==> config.mk <==
export PLATFORM = sky130hd
export DESIGN_NAME = sync_fifo_prog_flat
export DESIGN_NICKNAME = d
export VERILOG_FILES = /design/src/rtl/sync_fifo_prog_if.sv /design/src/rtl/sync_fifo_prog.sv /design/src/flat_wrapper.sv
export SDC_FILE = /design/constraint.sdc
export NUM_CORES = 1
export LEC_CHECK = 0
export CAP_MARGIN = 30
export CORE_MARGIN = 2
export CORE_UTILIZATION = 70
export CTS_BUF_LIST = sky130_fd_sc_hd__clkbuf_2 sky130_fd_sc_hd__clkbuf_4 sky130_fd_sc_hd__clkbuf_8
export DETAILED_ROUTE_END_ITERATION = 6
export DONT_BUFFER_PORTS = 1
export PLACE_DENSITY = 0.85
export SYNTH_ARGS = -nofsm -noshare
export SYNTH_HDL_FRONTEND = slang
export SYNTH_SLANG_ARGS = --single-unit
==> constraint.sdc <==
create_clock -name clk -period 7.67 [get_ports clk]
set_clock_uncertainty 0.15 [all_clocks]
set_input_delay 0.767 -clock clk [delete_from_list [all_inputs] [get_ports clk]]
set_output_delay 0.767 -clock clk [all_outputs]
set_load 0.02 [all_outputs]
==> src/rtl/sync_fifo_prog_if.sv <==
// Producer/consumer-side signal bundle for sync_fifo_prog.
// The FIFO takes the slave modport; the environment driving it takes master.
interface sync_fifo_prog_if #(
    parameter int FIFO_WIDTH = 16,
    parameter int FIFO_DEPTH = 8
);
    localparam int CW = $clog2(FIFO_DEPTH + 1);

    logic [FIFO_WIDTH-1:0] data_in;
    logic                  wr_en;
    logic                  rd_en;
    logic [FIFO_WIDTH-1:0] data_out;
    logic                  wr_ack;
    logic                  overflow;
    logic                  underflow;
    logic                  full;
    logic                  empty;
    logic                  almostfull;
    logic                  almostempty;
    logic [CW-1:0]         count;

    modport master (
        output data_in, wr_en, rd_en,
        input  data_out, wr_ack, overflow, underflow,
               full, empty, almostfull, almostempty, count
    );

    modport slave (
        input  data_in, wr_en, rd_en,
        output data_out, wr_ack, overflow, underflow,
               full, empty, almostfull, almostempty, count
    );
endinterface

==> src/rtl/sync_fifo_prog.sv <==
// Single-clock FIFO with arbitrary depth, programmable almost-full/empty levels and occupancy count.
// Define FIFO_FWFT_EN for first-word-fall-through reads; default is a registered 1-cycle read.
module sync_fifo_prog #(
    parameter int FIFO_WIDTH = 16,
    parameter int FIFO_DEPTH = 8,
    parameter int AF_LEVEL   = 7,
    parameter int AE_LEVEL   = 1
) (
    input  logic              clk,
    input  logic              rst,
    sync_fifo_prog_if.slave   fif
);
    localparam int AW = $clog2(FIFO_DEPTH);
    localparam int CW = $clog2(FIFO_DEPTH + 1);

    logic [FIFO_WIDTH-1:0] mem_q [FIFO_DEPTH];
    logic [AW-1:0]         wr_ptr_q, wr_ptr_d;
    logic [AW-1:0]         rd_ptr_q, rd_ptr_d;
    logic [CW-1:0]         count_q, count_d;
    logic                  wr_ack_q, overflow_q, underflow_q;
    logic                  full_w, empty_w;
    logic                  wr_acc, rd_acc;

    assign full_w  = (count_q == CW'(FIFO_DEPTH));
    assign empty_w = (count_q == '0);

    // Acceptance is decided on the pre-edge count, so a full FIFO still
    // drains on a simultaneous read and an empty one still fills.
    always_comb begin
        wr_acc   = fif.wr_en && !full_w;
        rd_acc   = fif.rd_en && !empty_w;
        wr_ptr_d = wr_ptr_q;
        rd_ptr_d = rd_ptr_q;
        count_d  = count_q;
        if (wr_acc)
            wr_ptr_d = (wr_ptr_q == AW'(FIFO_DEPTH - 1)) ? '0 : wr_ptr_q + AW'(1);
        if (rd_acc)
            rd_ptr_d = (rd_ptr_q == AW'(FIFO_DEPTH - 1)) ? '0 : rd_ptr_q + AW'(1);
        case ({wr_acc, rd_acc})
            2'b10:   count_d = count_q + CW'(1);
            2'b01:   count_d = count_q - CW'(1);
            default: count_d = count_q;
        endcase
    end

    always_ff @(posedge clk or posedge rst) begin
        if (rst) begin
            wr_ptr_q    <= '0;
            rd_ptr_q    <= '0;
            count_q     <= '0;
            wr_ack_q    <= 1'b0;
            overflow_q  <= 1'b0;
            underflow_q <= 1'b0;
        end else begin
            wr_ptr_q    <= wr_ptr_d;
            rd_ptr_q    <= rd_ptr_d;
            count_q     <= count_d;
            wr_ack_q    <= wr_acc;
            overflow_q  <= fif.wr_en && full_w;
            underflow_q <= fif.rd_en && empty_w;
        end
    end

    // Storage is deliberately left out of reset; count/pointers define validity.
    always_ff @(posedge clk) begin
        if (wr_acc)
            mem_q[wr_ptr_q] <= fif.data_in;
    end

`ifdef FIFO_FWFT_EN
    assign fif.data_out = empty_w ? '0 : mem_q[rd_ptr_q];
`else
    logic [FIFO_WIDTH-1:0] dout_q;

    always_ff @(posedge clk or posedge rst) begin
        if (rst)
            dout_q <= '0;
        else if (rd_acc)
            dout_q <= mem_q[rd_ptr_q];
    end

    assign fif.data_out = dout_q;
`endif

    assign fif.wr_ack      = wr_ack_q;
    assign fif.overflow    = overflow_q;
    assign fif.underflow   = underflow_q;
    assign fif.full        = full_w;
    assign fif.empty       = empty_w;
    assign fif.almostfull  = (count_q >= CW'(AF_LEVEL));
    assign fif.almostempty = !empty_w && (count_q <= CW'(AE_LEVEL));
    assign fif.count       = count_q;

`ifndef SYNTHESIS
    a_count_range: assert property (@(posedge clk) disable iff (rst)
        count_q <= CW'(FIFO_DEPTH));
    a_ack_ovf_excl: assert property (@(posedge clk) disable iff (rst)
        !(wr_ack_q && overflow_q));
`endif
endmodule

==> src/flat_wrapper.sv <==
// flat-port wrapper written by rule: the top's interface ports become plain ports
module sync_fifo_prog_flat 
#(
    parameter int FIFO_WIDTH = 16,
    parameter int FIFO_DEPTH = 8,
    parameter int AF_LEVEL   = 7,
    parameter int AE_LEVEL   = 1
)
  (clk, rst, fif_data_in, fif_wr_en, fif_rd_en, fif_data_out, fif_wr_ack, fif_overflow, fif_underflow, fif_full, fif_empty, fif_almostfull, fif_almostempty, fif_count);
  sync_fifo_prog_if #(.FIFO_WIDTH(FIFO_WIDTH), .FIFO_DEPTH(FIFO_DEPTH)) fif_i ();
  input  logic clk;
  input  logic rst;
  input wire logic [$bits(fif_i.data_in)-1:0] fif_data_in;
  input wire logic [$bits(fif_i.wr_en)-1:0] fif_wr_en;
  input wire logic [$bits(fif_i.rd_en)-1:0] fif_rd_en;
  output wire logic [$bits(fif_i.data_out)-1:0] fif_data_out;
  output wire logic [$bits(fif_i.wr_ack)-1:0] fif_wr_ack;
  output wire logic [$bits(fif_i.overflow)-1:0] fif_overflow;
  output wire logic [$bits(fif_i.underflow)-1:0] fif_underflow;
  output wire logic [$bits(fif_i.full)-1:0] fif_full;
  output wire logic [$bits(fif_i.empty)-1:0] fif_empty;
  output wire logic [$bits(fif_i.almostfull)-1:0] fif_almostfull;
  output wire logic [$bits(fif_i.almostempty)-1:0] fif_almostempty;
  output wire logic [$bits(fif_i.count)-1:0] fif_count;
  assign fif_i.data_in = fif_data_in;
  assign fif_i.wr_en = fif_wr_en;
  assign fif_i.rd_en = fif_rd_en;
  assign fif_data_out = fif_i.data_out;
  assign fif_wr_ack = fif_i.wr_ack;
  assign fif_overflow = fif_i.overflow;
  assign fif_underflow = fif_i.underflow;
  assign fif_full = fif_i.full;
  assign fif_empty = fif_i.empty;
  assign fif_almostfull = fif_i.almostfull;
  assign fif_almostempty = fif_i.almostempty;
  assign fif_count = fif_i.count;
  sync_fifo_prog #(.FIFO_WIDTH(FIFO_WIDTH), .FIFO_DEPTH(FIFO_DEPTH), .AF_LEVEL(AF_LEVEL), .AE_LEVEL(AE_LEVEL)) u_core (.clk(clk), .rst(rst), .fif(fif_i));
endmodule
==> results of run 1 <==
==> what timing repair did <==
item | in CTS | in global routing
hold buffers | 1 | 0
endpoints found under the setup margin | 0 | 0
endpoints found under the hold margin | 6 | 0
==> synth_stat cells, types with 2 or more instances <==
cell type  count
edfxtp_1     128
mux2_2        35
mux2i_1       33
dfrtp_1       29
o21ai_0       19
a22o_1        16
o22ai_1       16
o31ai_2       16
ha_1           8
buf_2          7
inv_1          7
nor2_1         7
nand2b_1       5
nand2_1        4
nor3_1         4
buf_4          3
buf_6          3
clkbuf_1       3
and2_1         2
mux2_1         2
nor2b_1        2
xnor2_1        2
xor2_1         2
==> routing by layer <==
metal,vias to the layer above,share of wire [%],global-route usage (%)
met5,-,0,0
met4,0,1.7,12.12
met3,18,8.2,8.014
met2,179,51,43.19
met1,1716,39,33.03
li1,1459,-,-
==> power by group <==
part | internal (W) | leakage (nW) | total [W] | switching, W
clock | 0.000303 | 0.189 | 0.000609 | 0.000307
combinational | 0.000330 | 0.758 | 0.000750 | 0.000420
sequential | 0.00110 | 1.51 | 0.00131 | 0.000211
total | 0.00174 | 2.46 | 0.00267 | 0.000938
==> per-stage QoR <==
| stage | hold WS [ps] | power, W |
|---|---|---|
| 4_1_cts | 245.5 | 0.002679 |
| 3_3_place_gp | 424.8 | 0.002023 |
| 2_1_floorplan | 397.3 | 0.001870 |
| 3_5_place_dp | 441.9 | 0.002063 |
| 6_report | 270.3 | 0.002673 |
| 5_1_grt | 240.4 | 0.002781 |
==> critical path: stages, from the launching register on <==
cell and delay (ps):
dfrtp_1 600, inv_1 90, ha_1 260, nor4b_1 830
==> final timing paths <==
| kind | to | slack, ps | cells after the start |
|---|---|---|---|
| worst max-delay path | fif_almostempty | 4530 | 3 |
| max in group asynchronous | u_core.rd_ptr_q[0]$_DFFE_PP0P_ | 6190 | 3 |
| min in group asynchronous | u_core.fif.count[0]$_DFFE_PP0P_ | 530 | 2 |
| worst min-delay path | u_core.mem_q[5][14]$_DFFE_PP_ | 270 | 0 |
| worst max register to register | u_core.fif.count[3]$_DFFE_PP0P_ | 4800 | 10 |
| worst min register to register | u_core.rd_ptr_q[2]$_DFFE_PP0P_ | 520 | 1 |
==> area by class of cell <==
type,count,share of cell area (%)
clock buffers,18,3.597
clock inverters,14,2.307
inverters,7,0.3815
multi-input cells,182,23.71
flip-flops and latches,157,66.37
well taps,108,1.962
repair buffers,15,1.672
==> cells by family after synthesis <==
family,count (synthesis),share of synthesized area [%]
AO/OA/AOI/OAI,69,8.687
buffers and inverters,25,2.181
XOR/XNOR,4,0.5554
flip-flops,157,72.43
AND/OR/NAND/NOR,31,2.717
adder cells (fa/ha/maj),8,1.587
multiplexers,70,11.84
==> sequential cells by signal, indices dropped and copies added (netlist names) <==
| name | count |
|---|---|
| u_core.fif.data_out | 16 |
| u_core.fif.overflow | 1 |
| u_core.fif.wr_ack | 1 |
| u_core.fif.underflow | 1 |
| u_core.mem_q | 128 |
| u_core.wr_ptr_q | 3 |
| u_core.fif.count | 4 |
| u_core.rd_ptr_q | 3 |
==> impl_metrics.json, run 1 <==
{
  "status": "completed",
  "synth_area_um2": 6309,
  "dpl.cell_count": 468,
  "crit_type": "flip-flop to output port",
  "place_area_um2": 6470,
  "reg2reg_from": "u_core.fif.count[0]$_DFFE_PP0P_",
  "clockRootBuffer": "clkbuf_8",
  "instances_no_fill": 501,
  "drtIter0Drc": 264,
  "port_buffers": 0,
  "fp.coreArea_um2": 8721,
  "rows": 34,
  "avgRoutedWirePerCell_um": 24.45,
  "layout.area.seq_um2": 4571,
  "grt-ovfl-total": 0,
  "grt_pass1_vias": 3623,
  "gp_congestion": 0.8555,
  "drive_gt1_share_pct": 26.46,
  "synth_top_cell_area_share_pct": 60.93,
  "synth-seq-cells": 157,
  "htree_levels": 4,
  "vdd_drop_max_mv": 0.1851,
  "ios": 47,
  "vias_per_cell": 6.731,
  "cellPowerDensity_nw_per_um2": 388.1,
  "clock.fmax_ghz": 0.3187,
  "drc": 0,
  "n_antenna_cell": 0,
  "cts_buffers": 17,
  "worst_slack_ps": 4533,
  "antenna_left": 0,
  "hold_class": "input port to flip-flop",
  "multi_input_area_um2": 1633,
  "rsz0062_at_grt": "no",
  "relSlewSlack_pct": 35.58,
  "synth_flop_cell": "edfxtp_1",
  "synth.distinct_cells": 34,
  "drt_pass1_iterations": 5,
  "cap_violations": 0,
  "cts_tree": "built",
  "synth_edf_count": 128,
  "die_w_um": 98.93,
  "p_leak_nw": 2.458,
  "end_kind": "output port",
  "layout_commonest_cell": "edfxtp_1",
  "cts_resized": 0,
  "grt_pass1_wl_um": 18950,
  "synth_area_leaders": "edfxtp_1, dfrtp_1, mux2_2",
  "fin_util_pct": 78.97,
  "synth_area_leader_cell": "edfxtp_1",
  "die-area_um2": 9787,
  "finalWirelength_um": 12250,
  "grtUsageTotal_pct": 26.50,
  "cp.required_ps": 6750,
  "clockBufferDepth": 2,
  "min_from": "fif_data_in[14]",
  "syn2layout_area_growth_pct": 9.163,
  "die_h_um": 98.93,
  "place_ws_ps": 4807,
  "final_cell_mix": "edfxtp_1, mux2_2, mux2i_1",
  "filler_cell_count": 439,
  "period_minus_slack_ps": 3137,
  "crit_start": "u_core.fif.count[0]$_DFFE_PP0P_",
  "setup_violations": 0,
  "cts_num_sinks": 157,
  "synthCells": 364,
  "slew_viol_final": 0,
  "cp-start-kind": "flip-flop",
  "antenna_found_initial": 0,
  "via_count": 3372,
  "grt_max_degree": 40,
  "clkSlewWorstSetupHoldPaths_ps": 90,
  "finalSetupTns_ps": 0,
  "fin_crit_sh_pct": 40.90,
  "path_max_fanout": 7,
  "synth_nets": 392,
  "tightest_slew_ps": 952.8,
  "insertion_delay_ps": 430,
  "place.detailed.hpwl_um": 7121,
  "nNetsFinal": 408,
  "start_util_pct": 72.34,
  "hold_viol": 0,
  "ys_warn_count": 0,
  "avgSynthCellArea_um2": 17.33,
  "worstPathArrival_ps": 2220,
  "ys_seq_area_share_pct": 72.43,
  "fin_area_um2": 6887,
  "async_reset_ff_share_pct": 18.47,
  "cts_setup_buffers": 0
}
Note: power is estimated with default switching activity, not from simulation.
==> run 2, diff against run 1 <==
- CORE_UTILIZATION: 70 -> 65
- PLACE_DENSITY: 0.85 -> 0.8
- clock period: 7.67 -> 3 ns (I/O delays scaled with it)
==> run 2 against run 1 <==
  * Sequential power is 150% higher
  * Global-route usage down 2.4 points
  * Register-to-register slack worse by 4400 ps
  * Worst hold slack lost 240 ps
  * Final cell count up 8.8%
  * Cell area increased by 3.2%
  * Routed wire length decreased by 4.8%
  * Largest power group unchanged
  * Non-clock buffer count up 23
==> impl_metrics.json, run 2 (synthesized netlist as in run 1, its figures left out) <==
{
  "insertion_delay_ps": 430,
  "grt_pass1_wl_um": 17840,
  "largest_reg_flops": 128,
  "cp-start-kind": "flip-flop",
  "grt-ovfl-total": 0,
  "path_max_fanout": 6,
  "avgRoutedWirePerCell_um": 21.39,
  "reg2reg_from": "u_core.fif.count[1]$_DFFE_PP0P_",
  "r2r_cells": 9,
  "final_cell_mix": "edfxtp_1, mux2_2, mux2i_1",
  "fp.coreArea_um2": 9328,
  "start_util_pct": 67.63,
  "hold_viol": 0,
  "antenna_left": 0,
  "grtUsageTotal_pct": 24.07,
  "relSlewSlack_pct": 45.20,
  "antenna_found_initial": 0,
  "rows": 35,
  "gp_congestion": 0.7354,
  "port_buffers": 0,
  "vias_per_cell": 5.991,
  "rsz0062_at_grt": "no",
  "die-area_um2": 10510,
  "cts_num_sinks": 157,
  "end_kind": "flip-flop",
  "period_minus_slack_ps": 2628,
  "clkSlewWorstSetupHoldPaths_ps": 80,
  "cp.required_ps": 3200,
  "finalWirelength_um": 11660,
  "vdd_drop_max_mv": 0.4418,
  "drt_pass1_iterations": 4,
  "drive_gt1_share_pct": 26.20,
  "grt_use_met2_pct": 40.62,
  "cts_buffers": 17,
  "grt_max_degree": 35,
  "nNetsFinal": 431,
  "place.detailed.hpwl_um": 6661,
  "grt.met3_usage_pct": 6.847,
  "cts_tree": "built",
  "clockBufferDepth": 2,
  "regMostFlops": "u_core.mem_q",
  "via_count": 3265,
  "drc": 0,
  "hold_class": "input port to flip-flop",
  "min_from": "fif_wr_en",
  "ios": 47,
  "die_w_um": 102.5,
  "tightest_slew_ps": 822.0,
  "slew_viol_final": 0,
  "syn2layout_area_growth_pct": 12.67,
  "fin_crit_sh_pct": 87.59,
  "grtUsageMet1_pct": 30.98,
  "filler_cell_count": 551,
  "cellPowerDensity_nw_per_um2": 947.0,
  "cts_setup_buffers": 0,
  "p_leak_nw": 2.548,
  "r2r-end": "u_core.fif.count[3]$_DFFE_PP0P_",
  "hold_end": "u_core.fif.wr_ack$_DFF_PP0_",
  "status": "completed",
  "crit_type": "flip-flop to flip-flop",
  "clock.fmax_ghz": 0.3806,
  "grt_pass1_vias": 3280,
  "clockRootBuffer": "clkbuf_8",
  "worst_slack_ps": 372.4,
  "hold_depth": 3,
  "cap_violations": 0,
  "layout_commonest_cell": "edfxtp_1",
  "n_antenna_cell": 0,
  "busiest_layer": "met2",
  "r2r_setup_slack_ps": 370,
  "finalSetupTns_ps": 0,
  "setup_violations": 0,
  "htree_levels": 4,
  "worstPathArrival_ps": 2820,
  "place_ws_ps": 402.6,
  "drtIter0Drc": 216,
  "die_h_um": 102.5
}
-- run 2: power by group --
group          internal (W)  switching, W
registers           0.00282      0.000450
clock network      0.000679      0.000774
logic              0.000887       0.00112
total               0.00438       0.00235
-- run 2: through the flow --
step | instances | hold slack, ps | cell area, um2 | total power, W | util (%)
detailed placement | 494 | 229.2 | 6543 | 0.005303 | 70.14
global route | 545 | 44.93 | 7108 | 0.007087 | 76.20
CTS | 545 | 22.22 | 7108 | 0.006770 | 76.20
global placement | 494 | 223.9 | 6543 | 0.005208 | 70.14
finish | 545 | 26.97 | 7108 | 0.006731 | 76.20
floorplan | 364 | 228.1 | 6315 | 0.004785 | -
-- run 2: repair_timing --
item	CTS	global route
endpoints found under the setup margin	0	0
gates resized for setup	0	0
endpoints found under the hold margin	147	0
hold buffers	19	0
-- run 2: worst max-delay path by stage --
stage | startpoint | end | slack (ps)
after global placement | u_core.fif.count[1]$_DFFE_PP0P_ | u_core.fif.count[3]$_DFFE_PP0P_ | 580
after CTS | u_core.fif.count[1]$_DFFE_PP0P_ | u_core.fif.count[3]$_DFFE_PP0P_ | 370
after global routing | u_core.fif.count[1]$_DFFE_PP0P_ | u_core.fif.count[3]$_DFFE_PP0P_ | 230
after floorplan | u_core.fif.count[0]$_DFFE_PP0P_ | u_core.mem_q[2][0]$_DFFE_PP_ | 90
after detailed placement | u_core.fif.count[1]$_DFFE_PP0P_ | u_core.fif.count[3]$_DFFE_PP0P_ | 400
final | u_core.fif.count[1]$_DFFE_PP0P_ | u_core.fif.count[3]$_DFFE_PP0P_ | 370
-- run 2: worst max-delay path: stages (launching register included) --
cell and delay (ps):
dfrtp_1 550, inv_1 110, ha_1 240, nor3b_2 180, nand2b_1 190, inv_1 70, ha_1 230, or4b_1 460
a21oi_1 180, xor2_1 180
-- run 2: layout make-up --
class,count,area [um2],share of cell area (%)
multi-input cells,182,1642,23.09
clock buffers,18,241.5,3.397
flip-flops and latches,157,4571,64.30
repair buffers,38,332.8,4.682
inverters,7,26.28,0.3697
well taps,129,161.4,2.271
clock inverters,14,133.9,1.883
-- run 2: metal layers --
layer | vias up | share of wire [%]
met3 | 16 | 7.5
li1 | 1501 | -
met1 | 1626 | 40
met2 | 122 | 51
met5 | - | 0
met4 | 0 | 1.1
